<file path="config.mk">
export PLATFORM = sky130hd
export DESIGN_NAME = sram_bist_initiator
export DESIGN_NICKNAME = d
export VERILOG_FILES = /design/src/rtl/sram_bist_pkg.sv /design/src/rtl/sram_bist_watchdog.sv /design/src/rtl/sram_bist_initiator.sv
export SDC_FILE = /design/constraint.sdc
export NUM_CORES = 1
export LEC_CHECK = 0
export CAP_MARGIN = 10
export CELL_PAD_IN_SITES_DETAIL_PLACEMENT = 1
export CELL_PAD_IN_SITES_GLOBAL_PLACEMENT = 1
export CORE_AREA = 2 2 123 173
export CTS_CLUSTER_DIAMETER = 40
export DETAILED_ROUTE_END_ITERATION = 12
export DIE_AREA = 0 0 125 175
export PLACE_DENSITY_LB_ADDON = 0.1
export SETUP_SLACK_MARGIN = 0.5
export SYNTH_ARGS = -nofsm -noshare
export SYNTH_HDL_FRONTEND = slang
export SYNTH_SLANG_ARGS = --single-unit
</file>
<file path="constraint.sdc">
create_clock -name clk_i -period 2.5 [get_ports clk_i]
set_input_delay 0.75 -clock clk_i [delete_from_list [all_inputs] [get_ports clk_i]]
set_output_delay 0.75 -clock clk_i [all_outputs]
set_load 0.01 [all_outputs]
</file>
<file path="src/rtl/sram_bist_pkg.sv">
// Shared types and constants for the SRAM BIST initiator and its helpers.
package sram_bist_pkg;

    typedef enum logic [2:0] {
        ST_IDLE,
        ST_WR_REQ,
        ST_WR_RSP,
        ST_RD_REQ,
        ST_RD_RSP,
        ST_FIN
    } bist_state_e;

    localparam int MODE_WR_BIT = 0;
    localparam int MODE_RD_BIT = 1;
    localparam int ERR_CNT_W   = 16;
    localparam int WDOG_W      = 16;

    function automatic logic [ERR_CNT_W-1:0] sat_inc(input logic [ERR_CNT_W-1:0] v);
        return (&v) ? v : v + ERR_CNT_W'(1);
    endfunction

endpackage

</file>
<file path="src/rtl/sram_bist_watchdog.sv">
// Loadable down-counter; expire_o flags an exhausted count so the owner can abort a wait.
module sram_bist_watchdog #(
    parameter int W = 16
) (
    input  logic         clk_i,
    input  logic         rst_i,
    input  logic         load_i,
    input  logic [W-1:0] load_val_i,
    input  logic         en_i,
    output logic         expire_o
);

    logic [W-1:0] cnt_q;

    always_ff @(posedge clk_i) begin
        if (rst_i) begin
            cnt_q <= '0;
        end else if (load_i) begin
            cnt_q <= load_val_i;
        end else if (en_i && (cnt_q != '0)) begin
            cnt_q <= cnt_q - W'(1);
        end
    end

    assign expire_o = (cnt_q == '0);

endmodule

</file>
<file path="src/rtl/sram_bist_initiator.sv">
// SRAM BIST initiator: walks an address range, writes pattern^idx, reads back and compares.
// Optional handshake parity checking is enabled by defining SRAM_BIST_PARITY_CHK_EN.
module sram_bist_initiator
    import sram_bist_pkg::*;
#(
    parameter  int DATA_WIDTH = 32,
    parameter  int NUM_WORDS  = 1024,
    parameter  int TIMEOUT    = 255,
    localparam int AW         = $clog2(NUM_WORDS),
    localparam int BW         = DATA_WIDTH / 8
) (
    input  logic                  clk_i,
    input  logic                  rst_i,
    input  logic                  start_i,
    input  logic [1:0]            mode_i,
    input  logic [AW-1:0]         base_addr_i,
    input  logic [AW:0]           len_i,
    input  logic [DATA_WIDTH-1:0] pattern_i,
    output logic                  busy_o,
    output logic                  done_o,
    output logic [ERR_CNT_W-1:0]  err_count_o,
    output logic [AW-1:0]         err_addr_o,
    output logic                  timeout_o,
    output logic                  par_err_o,
    output logic                  req_o,
    output logic                  we_o,
    output logic [AW-1:0]         addr_o,
    output logic [DATA_WIDTH-1:0] wdata_o,
    output logic [BW-1:0]         be_o,
    output logic                  rready_o,
    output logic                  wuser_o,
    input  logic                  gnt_i,
    input  logic                  gntpar_i,
    input  logic                  rvalid_i,
    input  logic                  rvalidpar_i,
    input  logic                  ruser_i,
    input  logic [DATA_WIDTH-1:0] rdata_i
);

    bist_state_e           state_q, state_d;
    logic [AW-1:0]         base_q;
    logic [AW:0]           len_q, idx_q, idx_d, idx_inc;
    logic [1:0]            mode_q;
    logic [DATA_WIDTH-1:0] pat_q;
    logic [ERR_CNT_W-1:0]  err_cnt_q;
    logic [AW-1:0]         err_addr_q;
    logic                  timeout_q;

    logic                  latch, clr_status, rd_mismatch, set_timeout;
    logic                  wd_en, wd_load, wd_expire;
    logic [AW:0]           addr_sum;
    logic [AW-1:0]         addr_w;
    logic [DATA_WIDTH-1:0] exp_w;

    // Both operands are below NUM_WORDS, so one conditional subtract gives the modulo.
    assign addr_sum = {1'b0, base_q} + idx_q;
    assign addr_w   = (addr_sum >= (AW+1)'(NUM_WORDS)) ? AW'(addr_sum - (AW+1)'(NUM_WORDS))
                                                       : addr_sum[AW-1:0];
    assign exp_w    = pat_q ^ DATA_WIDTH'(idx_q);
    assign idx_inc  = idx_q + (AW+1)'(1);

    always_comb begin
        state_d     = state_q;
        idx_d       = idx_q;
        latch       = 1'b0;
        clr_status  = 1'b0;
        rd_mismatch = 1'b0;
        set_timeout = 1'b0;
        wd_en       = 1'b0;
        case (state_q)
            ST_IDLE: begin
                if (start_i) begin
                    latch      = 1'b1;
                    clr_status = 1'b1;
                    idx_d      = '0;
                    if ((len_i == '0) || (mode_i == 2'b00))
                        state_d = ST_FIN;
                    else if (mode_i[MODE_WR_BIT])
                        state_d = ST_WR_REQ;
                    else
                        state_d = ST_RD_REQ;
                end
            end
            ST_WR_REQ, ST_RD_REQ: begin
                if (gnt_i) begin
                    state_d = (state_q == ST_WR_REQ) ? ST_WR_RSP : ST_RD_RSP;
                end else begin
                    wd_en = 1'b1;
                    if (wd_expire) begin
                        set_timeout = 1'b1;
                        state_d     = ST_FIN;
                    end
                end
            end
            ST_WR_RSP: begin
                if (rvalid_i) begin
                    idx_d   = idx_inc;
                    state_d = ST_WR_REQ;
                    if (idx_inc == len_q) begin
                        if (mode_q[MODE_RD_BIT]) begin
                            idx_d   = '0;
                            state_d = ST_RD_REQ;
                        end else begin
                            state_d = ST_FIN;
                        end
                    end
                end else begin
                    wd_en = 1'b1;
                    if (wd_expire) begin
                        set_timeout = 1'b1;
                        state_d     = ST_FIN;
                    end
                end
            end
            ST_RD_RSP: begin
                if (rvalid_i) begin
                    rd_mismatch = (rdata_i != exp_w);
                    idx_d       = idx_inc;
                    state_d     = (idx_inc == len_q) ? ST_FIN : ST_RD_REQ;
                end else begin
                    wd_en = 1'b1;
                    if (wd_expire) begin
                        set_timeout = 1'b1;
                        state_d     = ST_FIN;
                    end
                end
            end
            ST_FIN:  state_d = ST_IDLE;
            default: state_d = ST_IDLE;
        endcase
    end

    // Every state change starts a fresh wait window.
    assign wd_load = (state_d != state_q);

    sram_bist_watchdog #(.W(WDOG_W)) u_wdog (
        .clk_i      (clk_i),
        .rst_i      (rst_i),
        .load_i     (wd_load),
        .load_val_i (WDOG_W'(TIMEOUT - 1)),
        .en_i       (wd_en),
        .expire_o   (wd_expire)
    );

    always_ff @(posedge clk_i) begin
        if (rst_i) begin
            state_q    <= ST_IDLE;
            idx_q      <= '0;
            base_q     <= '0;
            len_q      <= '0;
            mode_q     <= '0;
            pat_q      <= '0;
            err_cnt_q  <= '0;
            err_addr_q <= '0;
            timeout_q  <= 1'b0;
        end else begin
            state_q <= state_d;
            idx_q   <= idx_d;
            if (latch) begin
                base_q <= base_addr_i;
                len_q  <= len_i;
                mode_q <= mode_i;
                pat_q  <= pattern_i;
            end
            if (clr_status) begin
                err_cnt_q  <= '0;
                err_addr_q <= '0;
                timeout_q  <= 1'b0;
            end else begin
                if (set_timeout)
                    timeout_q <= 1'b1;
                if (rd_mismatch) begin
                    err_cnt_q <= sat_inc(err_cnt_q);
                    if (err_cnt_q == '0)
                        err_addr_q <= addr_w;
                end
            end
        end
    end

`ifdef SRAM_BIST_PARITY_CHK_EN
    logic par_err_q;
    logic unused_ruser;

    always_ff @(posedge clk_i) begin
        if (rst_i)
            par_err_q <= 1'b0;
        else if (clr_status)
            par_err_q <= 1'b0;
        else if (busy_o && ((gntpar_i != ~gnt_i) || (rvalidpar_i != ~rvalid_i)))
            par_err_q <= 1'b1;
    end

    assign par_err_o    = par_err_q;
    assign unused_ruser = ruser_i;
`else
    logic unused_in;
    assign par_err_o = 1'b0;
    assign unused_in = gntpar_i ^ rvalidpar_i ^ ruser_i;
`endif

    assign req_o       = (state_q == ST_WR_REQ) || (state_q == ST_RD_REQ);
    assign we_o        = (state_q == ST_WR_REQ);
    assign rready_o    = (state_q == ST_WR_RSP) || (state_q == ST_RD_RSP);
    assign busy_o      = req_o || rready_o;
    assign done_o      = (state_q == ST_FIN);
    assign addr_o      = req_o ? addr_w : '0;
    assign wdata_o     = we_o ? exp_w : '0;
    assign be_o        = '1;
    assign wuser_o     = 1'b0;
    assign err_count_o = err_cnt_q;
    assign err_addr_o  = err_addr_q;
    assign timeout_o   = timeout_q;

endmodule

</file>
==> results.toml <==
[floorplan]
die_area_sq_um = 21900
die_x_um = 125
start_util_pct = 31.5
ioPinCount = 175
die_h_um = 175
num_rows = 62
core_sq_um = 20300

[place]
place_congestion = 0.833
dp_hpwl_mm = 16.0
numPortBuffers = 165
dp_cells = 1281

[setup_path]
crit_path_start = "idx_q[0]"
crit_top_cell = "buf_6"
cp-start-kind = "register"
path_delay_family = "buffers and inverters"
path_class = "register to output port"
critical_path.n_buffers_inverters = 5
endpoint = "addr_o[4]"
regToRegEndpoint = "state_q[1]"
arrival_ns = 2.28
timing.rr.start = "idx_q[0]"
required_ns = 1.75
worst_setup_path_end_kind = "output port"
reg2reg_depth = 10
crit_chain = "ha_4 -> inv_2 -> fa_2 -> o21bai_4 -> a21oi_2 -> buf_4 -> buf_6 -> buf_6 -> xor2_2 -> nor2_1 -> buf_2"
rrSetupSlack_ns = -0.14
cp_max_fo = 3
crit_slowest_cell = "fa_2"
slowest_delay_ns = 0.37
cp_num_cells = 11

[global_route]
gr-usage-met2_pct = 42.4
met1_usage_pct = 24.2
met3_usage_pct = 5.11
grt_max_degree = 74
grt.busiest_layer = "met2"
grt_pass1_wl_mm = 39.0
antenna_found_initial = 0
gr-total-overflow = 0
grt_pass1_vias = 7327
grt.total_usage_pct = 22.4

[power_and_ir_drop]
leakage_nw = 5.06
p_total_mw = 5.70
power_density_nw_per_um2 = 476
irDropWorstVdd_mv = 0.320

[cts]
cts_max_level = 3
tritoncts = "yes"
clkTransAtPathRegs_ns = 0.08
postCtsHoldBufs = 0
cts_root_buf = "clkbuf_16"
cts_buffers = 9
cts.path.max_buffers = 2
insertion_delay_ns = 0.36
numClockSinks = 111

[sta]
hold_viol = 0
rsz0062_at_grt = "true"
tns_ns = -5.65
setup_violations = 46
fin_crit_sh_pct = 121
max_freq_mhz = 330
slew_headroom_pct = 65.9
worst-slew-pin-transition_ns = 0.512
finalWorstSetupSlack_ns = -0.527
min_period_ns = 3.03
finalMaxSlewViolations = 0
clock_skew_ns = 0.00756

[synthesis]
netlist_area_sq_um = 6400
ys_ff_latch = 111
ys_seq_area_share_pct = 34.7
synth_warnings = 0
synth.distinct_cells = 64
async_reset_ff_share_pct = 0
synth-edff-count = 0
synthCells = 812
synth_ff_type = "dfxtp_1"
synth_area_per_cell_sq_um = 7.89

[drt]
ant_nets = 0
detail_route.iter0.violations = 254
drc = 0
post_drt_wl_per_cell_um = 19.5
via_count = 7059
wl_mm = 27.3
via_per_inst = 5.04
dr.pass1.iters = 4

[final_layout]
area_growth_pct = 86.9
fin_util_pct = 58.9
drive_gt1_share_pct = 48.2
layout.cells.non_filler = 1400
num_antenna_cells = 0
nNetsFinal = 1249

[outcome]
status = "finished with violations"
violations = "negative setup slack"

[worst_hold_path]
hold_class = "register to register"

[run]
cap_violations = 0
==> registers in the layout (all words and copies together), names as in the netlist <==
signal	flops
state_q	3
u_wdog.cnt_q	16
idx_q	11
mode_q	1
pat_q	32
len_q	11
timeout_o	1
base_q	10
err_addr_o	10
err_count_o	16
==> worst min-delay path by stage <==
stage                    from        end  depth (start not counted)
global placement    timeout_o  timeout_o                          2
finish              timeout_o  timeout_o                          2
CTS                 timeout_o  timeout_o                          2
global route        timeout_o  timeout_o                          2
floorplan           base_q[2]  base_q[2]                          2
detailed placement  timeout_o  timeout_o                          2
==> per-stage QoR <==
stage | hold WS, ns | worst slack, ns | instance area (sq um)
floorplan | 0.441 | 0.0123 | 6630
global placement | 0.441 | -0.639 | 9110
detailed placement | 0.448 | -0.719 | 9110
CTS | 0.454 | -0.481 | 10800
global route | 0.481 | -0.644 | 12000
finish | 0.470 | -0.527 | 12000
==> cell type report <==
| cell class | instances | area (sq um) |
|---|---|---|
| Inverter | 18 | 72.6 |
| Clock buffer | 11 | 233 |
| Clock inverter | 4 | 95.1 |
| Fill cell | 2256 | 8350 |
| Sequential cell | 111 | 2290 |
| Multi-Input combinational cell | 634 | 5310 |
| Timing Repair Buffer | 366 | 3660 |
| Tap cell | 256 | 320 |
==> worst register-to-register path: stages, from the launching register on <==
cell	delay, ns
dfxtp_2	0.34
buf_4	0.18
ha_2	0.20
and3_4	0.20
and3_1	0.20
xnor2_1	0.21
nand4_2	0.16
or4_4	0.52
and2_0	0.19
nor4_2	0.25
nor3_1	0.08
==> metal layers <==
layer	share of wire, %	wire length [um]
met5	0	0
met4	2.8	750
met3	5.0	1350
met2	55	15100
met1	37	10100
==> synthesized netlist by cell type, types with 6 or more instances <==
cell type    n  area, sq um
ha_1        13          163
nand4_1     10         62.6
o21ai_0     12         60.1
a21o_1       7         52.6
nand2_1    140          526
a21oi_1     73          365
nand3_1     18         90.1
nor2_1      85          319
buf_4       13         97.6
xnor2_1     74          648
nor3_1      16         80.1
nand2b_1    15         93.8
buf_2        6         30.0
dfxtp_1    111         2220
buf_1        6         22.5
a31oi_1      6         37.5
and2_1      23          144
xor2_1      13          114
clkbuf_1    29          109
inv_1       18         67.6
xnor3_1      8          180
nor4_1      16          100
or3_1        7         43.8
nor3b_1     12         90.1
==> kinds of logic (layout without fill, tap and decap cells) <==
group,after synthesis,after routing,synth area share (%)
XOR/XNOR,95,95,14.7
AND/OR/NAND/NOR,379,380,29.1
multiplexers,5,5,0.781
flip-flops,111,111,34.7
other,2,6,0.117
AO/OA/AOI/OAI,134,134,12.6
adder cells (fa/ha/maj),14,14,2.85
buffers and inverters,72,399,5.10
==> where the power goes <==
| group | switching (mW) | leakage, nW | internal, mW |
|---|---|---|---|
| Clock | 0.715 | 0.160 | 0.976 |
| Combinational | 0.924 | 3.98 | 1.07 |
| Sequential | 0.142 | 0.924 | 1.87 |
==> placed cells by master (no fill, tap or decap), types with 12 or more instances in the layout <==
master	synthesis	routed
buf_4	13	118
nand2_1	140	93
buf_6	0	93
dfxtp_1	111	76
a21oi_1	73	62
nor2_1	85	58
clkdlybuf4s50_1	0	55
xnor2_1	74	54
buf_2	6	28
dfxtp_2	0	27
dlygate4sd2_1	0	27
nand2_2	1	26
and2_4	0	23
nor2_4	0	23
nand2_4	0	22
xnor2_2	0	17
nor3_4	1	14
inv_1	18	13
nand3_1	18	13
buf_12	0	12
==> what timing repair did <==
action	CTS	global route
endpoints found under the setup margin	176	112
pin swaps	88	96
setup buffers	55	39
resized for setup	543	212
cloned	9	1
(Power assumes the default switching activity.)
